$ cat src/rtl/popcount_stream_accum.sv
// ============================================================================
// Module      : popcount_stream_accum (with helper popcount_int64)
// Description : Streaming frame popcount. Each accepted 64-bit word is
//               popcounted into a one-word stage (S1), then summed into a
//               saturating frame accumulator. The frame total is presented
//               on a valid/ready output when the word marked in_last drains.
//               The output register can reload in the same cycle it is
//               consumed, so single-word frames run at one result per cycle.
// Ports       : clk, rst_n          clock, async active-low reset
//               in_valid/in_ready   input word handshake
//               in_data, in_last    word and end-of-frame marker
//               out_valid/out_ready frame total handshake
//               out_count           saturating frame popcount total
//               out_overflow        accumulator saturated in this frame
//               out_words           (POPCNT_WORD_COUNT_EN only) words/frame
// Options     : `define POPCNT_WORD_COUNT_EN adds out_words [15:0].
// Revision    : 1.0 - initial release
// ============================================================================
`default_nettype none

module popcount_int64 (
    input  logic [63:0] data,
    output logic [6:0]  count
);
    always_comb begin
        count = 7'd0;
        for (int i = 0; i < 64; i++) begin
            count = count + {6'd0, data[i]};
        end
    end
endmodule

module popcount_stream_accum #(
    parameter int WIDTH     = 64,   // fixed at 64 to match popcount_int64
    parameter int ACC_WIDTH = 32    // legal range 8..32
) (
    input  logic                 clk,
    input  logic                 rst_n,
    input  logic                 in_valid,
    output logic                 in_ready,
    input  logic [WIDTH-1:0]     in_data,
    input  logic                 in_last,
    output logic                 out_valid,
    input  logic                 out_ready,
    output logic [ACC_WIDTH-1:0] out_count,
    output logic                 out_overflow
`ifdef POPCNT_WORD_COUNT_EN
    ,
    output logic [15:0]          out_words
`endif
);

    typedef enum logic [0:0] {
        ACCUM = 1'b0,
        HOLD  = 1'b1
    } state_t;

    state_t r_state;
    state_t w_state_next;

    logic [6:0]           w_word_cnt;
    logic                 r_s1_valid;
    logic                 r_s1_last;
    logic [6:0]           r_s1_cnt;
    logic                 w_s1_fire;
    logic                 w_last_fire;
    logic                 w_accept;

    logic [ACC_WIDTH-1:0] r_acc;
    logic                 r_ovf;
    logic [ACC_WIDTH:0]   w_sum_ext;
    logic                 w_sat;
    logic [ACC_WIDTH-1:0] w_sum;
    logic [ACC_WIDTH-1:0] r_out_count;
    logic                 r_out_ovf;

    popcount_int64 u_popcount (
        .data  (in_data),
        .count (w_word_cnt)
    );

    // S1 may drain whenever the output side is not holding an unconsumed
    // total. in_ready depends only on registered state and out_ready, so
    // there is no path from in_valid back to in_ready.
    assign w_s1_fire   = r_s1_valid && ((r_state == ACCUM) || out_ready);
    assign w_last_fire = w_s1_fire && r_s1_last;
    assign in_ready    = !r_s1_valid || w_s1_fire;
    assign w_accept    = in_valid && in_ready;

    always_ff @(posedge clk or negedge rst_n) begin
        if (!rst_n) begin
            r_s1_valid <= 1'b0;
            r_s1_last  <= 1'b0;
            r_s1_cnt   <= 7'd0;
        end else if (w_accept) begin
            r_s1_valid <= 1'b1;
            r_s1_last  <= in_last;
            r_s1_cnt   <= w_word_cnt;
        end else if (w_s1_fire) begin
            r_s1_valid <= 1'b0;
        end
    end

    // One extra bit catches the carry; with ACC_WIDTH >= 8 a single word
    // (at most 64) can never overshoot past that bit.
    assign w_sum_ext = {1'b0, r_acc} + {{(ACC_WIDTH-6){1'b0}}, r_s1_cnt};
    assign w_sat     = w_sum_ext[ACC_WIDTH];
    assign w_sum     = w_sat ? {ACC_WIDTH{1'b1}} : w_sum_ext[ACC_WIDTH-1:0];

    always_ff @(posedge clk or negedge rst_n) begin
        if (!rst_n) begin
            r_acc       <= '0;
            r_ovf       <= 1'b0;
            r_out_count <= '0;
            r_out_ovf   <= 1'b0;
        end else if (w_s1_fire) begin
            if (r_s1_last) begin
                r_out_count <= w_sum;
                r_out_ovf   <= r_ovf | w_sat;
                r_acc       <= '0;
                r_ovf       <= 1'b0;
            end else begin
                r_acc <= w_sum;
                r_ovf <= r_ovf | w_sat;
            end
        end
    end

    assign out_count    = r_out_count;
    assign out_overflow = r_out_ovf;

`ifdef POPCNT_WORD_COUNT_EN
    logic [15:0] r_words;
    logic [15:0] r_out_words;
    logic [15:0] w_words_inc;

    assign w_words_inc = (r_words == 16'hFFFF) ? 16'hFFFF : (r_words + 16'd1);

    always_ff @(posedge clk or negedge rst_n) begin
        if (!rst_n) begin
            r_words     <= 16'd0;
            r_out_words <= 16'd0;
        end else if (w_s1_fire) begin
            if (r_s1_last) begin
                r_out_words <= w_words_inc;
                r_words     <= 16'd0;
            end else begin
                r_words <= w_words_inc;
            end
        end
    end

    assign out_words = r_out_words;
`endif

    always_ff @(posedge clk or negedge rst_n) begin
        if (!rst_n) begin
            r_state <= ACCUM;
        end else begin
            r_state <= w_state_next;
        end
    end

    // A last-fire in HOLD reloads the output register, so the state stays in
    // HOLD even while the previous total is being consumed.
    always_comb begin
        w_state_next = r_state;
        out_valid    = 1'b0;
        if (r_state == ACCUM) begin
            if (w_last_fire) begin
                w_state_next = HOLD;
            end
        end else begin
            out_valid = 1'b1;
            if (w_last_fire) begin
                w_state_next = HOLD;
            end else if (out_ready) begin
                w_state_next = ACCUM;
            end
        end
    end

endmodule

`default_nettype wire

$ cat config.mk
export PLATFORM = sky130hd
export DESIGN_NAME = popcount_stream_accum
export DESIGN_NICKNAME = d
export VERILOG_FILES = /design/src/rtl/popcount_stream_accum.sv
export SDC_FILE = /design/constraint.sdc
export NUM_CORES = 1
export LEC_CHECK = 0
export BUFFER_PORTS_ARGS = -buffer_cell sky130_fd_sc_hd__clkbuf_2
export CORE_MARGIN = 1
export CORE_UTILIZATION = 59
export DETAILED_ROUTE_END_ITERATION = 6
export GPL_ROUTABILITY_DRIVEN = 0
export PLACE_DENSITY = 0.84
export SLEW_MARGIN = 25
export SYNTH_ARGS = -nofsm -noshare
export SYNTH_HDL_FRONTEND = slang
export SYNTH_SLANG_ARGS = --single-unit
$ cat constraint.sdc
create_clock -name clk -period 7.21 [get_ports clk]
set_input_delay 0.3605 -clock clk [delete_from_list [all_inputs] [get_ports clk]]
set_output_delay 0.3605 -clock clk [all_outputs]
set_load 0.01 [all_outputs]
---- Word level (Yosys, flattened, before mapping) ----
Cells that the tools add are included.
word-level totals
  flip-flop bits (word level) ............. 76
  input port bits ......................... 69
  output and inout port bits .............. 35
  logic and storage cells ................. 92
cells by class
  $add $sub $neg .......................... 64
  mux-type cells .......................... 10
  bitwise logic cells ..................... 2
  reductions and logical operators ........ 8
operators by type and width
  kind                                      count
  7-bit by 1-bit adder with 7-bit output    62
  32-bit two-way mux                        2
  32-bit by 7-bit adder with 33-bit output  1
  1-bit two-way mux                         8
  1-bit logical AND                         3
  1-bit by 1-bit adder with 2-bit output    1
  1-bit logical OR                          2
  2-bit AND reduction                       1
  2-bit nonzero test                        1
  1-bit logical NOT                         1
  1-bit inverter                            1
  1-bit OR                                  1

---- Depth between registers and ports, before layout ----
Gate-level depths: netlist (run 1).
  depth after elaboration ................. 63
  depth in mapped cells ................... 22
  mapped depth without buffers ............ 22

---- By module ----
From an unflattened synthesis (run 1), not the netlist that was laid out.
unflattened totals
  cells, all modules ...................... 583
  area total of the unflattened synthesis .. 5,685.5 sq um
modules (own cells, without submodules)
  module                 times used  cells each  area each (sq um)  sequential area each (sq um)
  popcount_stream_accum  1           411         3,956.3            1,901.8
  popcount_int64         1           172         1,729.2            0.0

---- Least setup slack after synthesis (run 1) ----
OpenSTA, ideal clock, no wires.
  path type ............................... input to register
  start point ............................. in in_data[0]
  end point ............................... reg r_s1_cnt[5]
  library setup time ...................... 0.095 ns
  arrival ................................. 6.027 ns
  required time ........................... 7.115 ns
  setup slack ............................. 1.088 ns
  stages .................................. 20
  path buffers ............................ 0
  cells stage by stage .................... ha_1 -> inv_1 -> fa_1 -> inv_1 -> fa_1 -> fa_1 -> fa_1 -> fa_1 -> fa_1 -> fa_1 -> inv_1 -> fa_1 -> inv_1 -> ha_1 -> nor2b_1 -> o21ai_0 -> a21boi_0 -> o21a_1 -> o21a_1 -> o31ai_1
between the ends
  cells in the longest elaborated chain, start to end .. 63
RTL lines
  item                                                  line  text
  start: declaration                                    41    input logic [WIDTH-1:0] in_data,
  1-bit by 1-bit adder with 2-bit output                28    count = count + {6'd0, data[i]};
  7-bit by 1-bit adder with 7-bit output (62 in a row)  28
  end signal: assignment                                98    r_s1_cnt <= w_word_cnt;
  end: declaration                                      64    logic [6:0] r_s1_cnt;
No other way between the ends.
A chain may end at the register's enable or synchronous reset.

---- Final worst setup path (run 1) ----
Ends and elaborated chain as after synthesis.

==> results of run 1 <==
==> kinds of logic after synthesis <==
kind of cell	Yosys count
AND/OR/NAND/NOR	164
AO/OA/AOI/OAI	153
buffers and inverters	105
adder cells (fa/ha/maj)	78
flip-flops	76
XOR/XNOR	20
multiplexers	2
==> final cells by class <==
class,count,area (sq um),area share
inverter,77,289,0.0448
clock buffer,10,138,0.0213
sequential,76,1900,0.295
timing repair buffer,105,534,0.0829
tap,129,161,0.0250
multi-input combinational,417,3310,0.514
clock inverter,6,111,0.0173
==> flip-flops by register name, summed over array words and instances (netlist names) <==
name	flops
r_s1_valid	1
r_state	1
r_ovf	1
r_s1_cnt	7
out_overflow	1
r_acc	32
r_s1_last	1
out_count	32
==> synthesized netlist by cell type, drive strengths merged (9+ instances only) <==
master  count  area share
inv        77       0.051
dfrtp      76        0.34
fa         55        0.20
nand2      53       0.035
nor2       48       0.032
a21oi      44       0.039
o21ai      36       0.032
ha         23       0.051
clkbuf     22       0.015
a31oi      16       0.018
nor3       15       0.013
nand3      12       0.011
xor2       11       0.017
o21a       10       0.013
xnor2       9       0.014
==> worst max-delay path by stage <==
stage | start | endpoint | slack [ps] | depth (start not counted)
after global routing | in_data[0] | r_s1_cnt[5] | 790 | 21
after floorplan | in_data[0] | r_s1_cnt[5] | 1090 | 20
after detailed placement | in_data[0] | r_s1_cnt[5] | 680 | 21
after CTS | in_data[0] | r_s1_cnt[5] | 1050 | 21
final | in_data[0] | r_s1_cnt[5] | 1070 | 21
after global placement | in_data[0] | r_s1_cnt[5] | 900 | 21
==> per-stage QoR <==
step | hold WS [ps] | power [mW] | std cells
global placement | 455 | 3.19 | 804
floorplan | 64.9 | 2.72 | 598
finish | 89.0 | 3.79 | 820
CTS | 200 | 3.80 | 820
detailed placement | 461 | 3.37 | 804
global route | 183 | 4.24 | 820
==> power by group through the flow <==
stage | clock, mW | combinational, mW | sequential (mW)
6_report | 0.404 | 2.79 | 0.595
5_1_grt | 0.425 | 3.21 | 0.605
4_1_cts | 0.406 | 2.80 | 0.593
3_5_place_dp | 0 | 2.77 | 0.600
3_3_place_gp | 0 | 2.59 | 0.598
2_1_floorplan | 0 | 2.11 | 0.606
==> worst register-to-register path: cells and delay by family (launching register included) <==
kind	cells	cell delay, ps
AOI/OAI and AO/OA	4	1240
DFF	1	370
and+or+nand+nor	2	870
adders and majority gates	2	620
buffers and inverters	1	70
==> routing by layer <==
metal / wire length, um / vias to the layer above
met5: 0 / -
met4: 545 / 0
met3: 873 / 64
met2: 6610 / 216
met1: 5330 / 2323
li1: - / 2175
==> results.sh, run 1 <==
export IMPL_synth_edff_count=0
export IMPL_dieWidth_um=99.6
export IMPL_cts_inserted_buffers=9
export IMPL_post_route_period_util=0.852
export IMPL_hold_class="primary input to asynchronous set/reset pin"
export IMPL_maxCapViolCount=0
export IMPL_synth_cell_area_sq_mm=0.00562
export IMPL_p_sw_mw=1.77
export IMPL_ys_warn_count=0
export IMPL_layout_common_cells="clkbuf_2 (102), inv_1 (77), dfrtp_1 (76)"
export IMPL_run_status="finished, final reports clean"
export IMPL_reg2reg_to="r_acc[10]"
export IMPL_async_flop_share=1.00
export IMPL_post_cts_buffers=0
export IMPL_ios=104
export IMPL_antenna_found_initial=0
export IMPL_place_ws_ps=678
export IMPL_reg2reg_depth=9
export IMPL_finalSetupTns_ps=0
export IMPL_cp_end_kind="flop"
export IMPL_power_switching_share=0.467
export IMPL_synth_area_mux_share=0.00379
export IMPL_synthSimpleGateAreaFrac=0.136
export IMPL_synth_xor_area_frac=0.0312
export IMPL_hold_viol_final=0
export IMPL_cp_start_kind="primary input"
export IMPL_postLayoutCoreUtil=0.698
export IMPL_p_leak_nw=3.15
export IMPL_worst_pin_slew_ps=997
export IMPL_yosysSeqAreaShare=0.339
export IMPL_reg2reg_slack_ps=3960
export IMPL_hpwl_mm=9.84
export IMPL_die_area_sq_mm=0.00992
export IMPL_path_cells="clkbuf_2, ha_1, inv_1, fa_1, inv_1, fa_1, fa_1, fa_1, fa_1, fa_1, fa_1, inv_1, fa_1, inv_1, ha_1, nor2b_1, o21ai_0, a21boi_0, o21a_1, o21a_1, o31ai_1"
export IMPL_core_area_sq_mm=0.00924
export IMPL_area_growth_pct=14.8
export IMPL_peakVddDrop_mv=0.818
export IMPL_max_freq_mhz=163
export IMPL_crit_family="adder cells"
export IMPL_clk_pin_slew_ps=80
export IMPL_drc=0
export IMPL_max_slew_margin_rel=0.336
export IMPL_antenna_left=0
export IMPL_synth_cells=598
export IMPL_layout_commonest_cell="clkbuf_2"
export IMPL_min_period_ps=6140
export IMPL_critPathKind="primary input to flop"
export IMPL_cts_hold_buf=0
export IMPL_grt_pass1_vias=4817
export IMPL_cpMostUsedCell="fa_1"
export IMPL_critPathMaxFanout=2
export IMPL_use_met3=0.0569
export IMPL_grt_max_degree=77
export IMPL_max_stage_delay_ps=590
export IMPL_ctsRootBufferMaster="clkbuf_8"
export IMPL_drt_iter0_drc=440
export IMPL_required_ps=7480
export IMPL_r2r_start="r_s1_cnt[0]"
export IMPL_slowest_stage="fa_1"
export IMPL_viasPerCell=5.83
export IMPL_crit_arrival_ps=6410
export IMPL_fillCellCount=713
export IMPL_ys_ff_latch=76
export IMPL_drive_above_1_share=0.195
export IMPL_cts_tree="built"
export IMPL_start_util=0.608
export IMPL_drt_wl_total_mm=13.4
export IMPL_path_buf_inv=5
export IMPL_synth_adder_area_share=0.247
export IMPL_final_cell_area_sq_mm=0.00645
export IMPL_met2_usage=0.463
export IMPL_p_per_area_mw_per_mm2=588
export IMPL_postSynthAreaPerCell_sq_um=9.39
export IMPL_clkSinkCount=76
export IMPL_cts_resized=0
export IMPL_grt_pass1_wl_mm=21.9
export IMPL_maxSlewViolCount=0
export IMPL_place_area_sq_mm=0.00619
export IMPL_seqPwrFrac=0.157
export IMPL_vias=4778
export IMPL_htree_levels=3
export IMPL_synth_top_family_by_area="adder cells"
export IMPL_rsz0062_at_grt="no"
export IMPL_busiest_layer="met2"
export IMPL_clk_latency_ps=370
export IMPL_clockBufferDepth=2
export IMPL_fp_row_count=35
export IMPL_portBuffers=103
export IMPL_ys_flop_type="dfrtp_1"
export IMPL_power_share_clock=0.106
export IMPL_internal_power_mw=2.02
export IMPL_pwr_share_comb=0.737
export IMPL_timing_final_ws_setup_ps=1070
export IMPL_grtUsageMet1=0.360
export IMPL_synth_compound_area_frac=0.171
export IMPL_firstDrtPassIters=6
export IMPL_antennaDiodeCount=0
export IMPL_finalSetupViolCount=0
export IMPL_syn_nets=745
export IMPL_final_nets=833
export IMPL_grt_util_all_layers=0.281
export IMPL_gr_total_overflow=0
export IMPL_skew_ps=8.73
export IMPL_die_h_um=99.6
export IMPL_routedWlPerCell_um=16.3
export IMPL_synth_distinct_cells=50
(Power assumes the default switching activity.)
==> run 2: changes to the inputs <==
--- a/config.mk
+++ b/config.mk
@@ -10,7 +10,7 @@
 export CORE_UTILIZATION = 59
 export DETAILED_ROUTE_END_ITERATION = 6
 export GPL_ROUTABILITY_DRIVEN = 0
-export PLACE_DENSITY = 0.84
+export PLACE_DENSITY_LB_ADDON = 0.12
 export SLEW_MARGIN = 25
 export SYNTH_ARGS = -nofsm -noshare
 export SYNTH_HDL_FRONTEND = slang
==> results.sh, run 2 (same netlist as run 1, synthesis figures left out) <==
export IMPL_run_status="finished, final reports clean"
export IMPL_timing_final_ws_setup_ps=1180
export IMPL_clkSinkCount=76
export IMPL_layout_common_cells="clkbuf_2 (102), inv_1 (77), dfrtp_1 (76)"
export IMPL_area_growth_pct=14.2
export IMPL_crit_arrival_ps=6300
export IMPL_cts_inserted_buffers=9
export IMPL_grt_max_degree=77
export IMPL_post_route_period_util=0.837
export IMPL_min_period_ps=6030
export IMPL_drt_iter0_drc=427
export IMPL_viasPerCell=5.62
export IMPL_cts_hold_buf=0
export IMPL_grt_pass1_wl_mm=21.3
export IMPL_vias=4608
export IMPL_core_area_sq_mm=0.00924
export IMPL_final_nets=834
export IMPL_reg2reg_slack_ps=3850
export IMPL_antenna_found_initial=0
export IMPL_die_h_um=99.6
export IMPL_place_ws_ps=794
export IMPL_grt_util_all_layers=0.276
export IMPL_antennaDiodeCount=0
export IMPL_layout_commonest_cell="clkbuf_2"
export IMPL_fillCellCount=739
export IMPL_fp_row_count=35
export IMPL_drc=0
export IMPL_antenna_left=0
export IMPL_post_cts_buffers=0
export IMPL_hpwl_mm=9.79
export IMPL_drive_above_1_share=0.192
export IMPL_ios=104
export IMPL_dieWidth_um=99.6
export IMPL_p_total_mw=3.67
export IMPL_p_leak_nw=3.13
export IMPL_hold_class="primary input to asynchronous set/reset pin"
export IMPL_rsz0062_at_grt="no"
export IMPL_hold_ws_ps=1.14
export IMPL_maxCapViolCount=0
export IMPL_gr_total_overflow=0
export IMPL_htree_levels=3
export IMPL_ctsRootBufferMaster="clkbuf_8"
export IMPL_cp_start_kind="primary input"
export IMPL_peakVddDrop_mv=1.54
export IMPL_critPathKind="primary input to flop"
export IMPL_cp_end_kind="flop"
export IMPL_clk_pin_slew_ps=80
export IMPL_required_ps=7470
export IMPL_die_area_sq_mm=0.00992
export IMPL_routedWlPerCell_um=15.8
export IMPL_portBuffers=103
export IMPL_clockBufferDepth=2
export IMPL_worst_pin_slew_ps=938
export IMPL_p_per_area_mw_per_mm2=572
export IMPL_skew_ps=9.68
export IMPL_critPathMaxFanout=2
export IMPL_clk_latency_ps=360
export IMPL_cts_resized=0
export IMPL_grt_pass1_vias=4525
export IMPL_max_slew_margin_rel=0.373
export IMPL_firstDrtPassIters=5
export IMPL_finalSetupTns_ps=0
export IMPL_start_util=0.608
export IMPL_hold_viol_final=0
export IMPL_cts_tree="built"
export IMPL_finalSetupViolCount=0
export IMPL_max_freq_mhz=166
export IMPL_drt_wl_total_mm=12.9
export IMPL_maxSlewViolCount=0
[run 2: cell count changes in the layout (fill, tap and decap cells not counted), sizes merged]
cell and change:
clkinv -1, buf +1, bufinv -1, clkinvlp +1, clkbuf -1, inv +1
[run 2: per-layer routing]
metal  up-vias  GRT usage  wire [um]
met5         -          0          0
met4         0     0.0747        180
met3        27     0.0520        680
met2       149      0.451       6490
met1      2255      0.382       5590
li1       2177          -          -
[run 2: critical path, cell delays in order]
cell and delay, ps:
clkbuf_2 80, ha_1 270, inv_1 50, fa_1 470, inv_1 50, fa_1 410
fa_1 490, fa_1 510, fa_1 520, fa_1 520, fa_1 540, inv_1 50
fa_1 590, inv_1 60, ha_1 270, nor2b_1 120, o21ai_0 200, a21boi_0 160
o21a_1 200, o21a_1 160, o31ai_1 200
[run 2: where the power goes]
part,switching (mW),total [mW],leakage (nW),internal (mW)
sequential,0.0624,0.595,0.992,0.533
clock,0.162,0.355,0.102,0.193
combinational,1.48,2.72,2.04,1.24
[run 2: layout make-up]
type | count | area [sq um] | share of cell area
repair buffers | 106 | 544 | 0.0848
clock buffers | 9 | 124 | 0.0193
well taps | 129 | 161 | 0.0252
inverters | 77 | 289 | 0.0450
clock inverters | 6 | 88.8 | 0.0138
flip-flops and latches | 76 | 1900 | 0.296
multi-input cells | 417 | 3310 | 0.516
[run 2: path summary, 6_finish.rpt]
kind	startpoint	end	cells after the start
max	in_data[0]	r_s1_cnt[5]	21
min	rst_n	r_acc[30]	1
max reg2reg	r_s1_cnt[0]	r_acc[10]	9
min reg2reg	out_overflow	out_overflow	2
max in group asynchronous	rst_n	r_acc[28]	1
min in group clk	in_valid	r_s1_valid	2
[run 2: per-stage QoR]
step	instance area (sq um)	std cells	utilization
global placement	6200	805	0.671
floorplan	5620	598	-
CTS	6410	820	0.694
global route	6420	820	0.695
detailed placement	6200	805	0.671
finish	6420	820	0.695
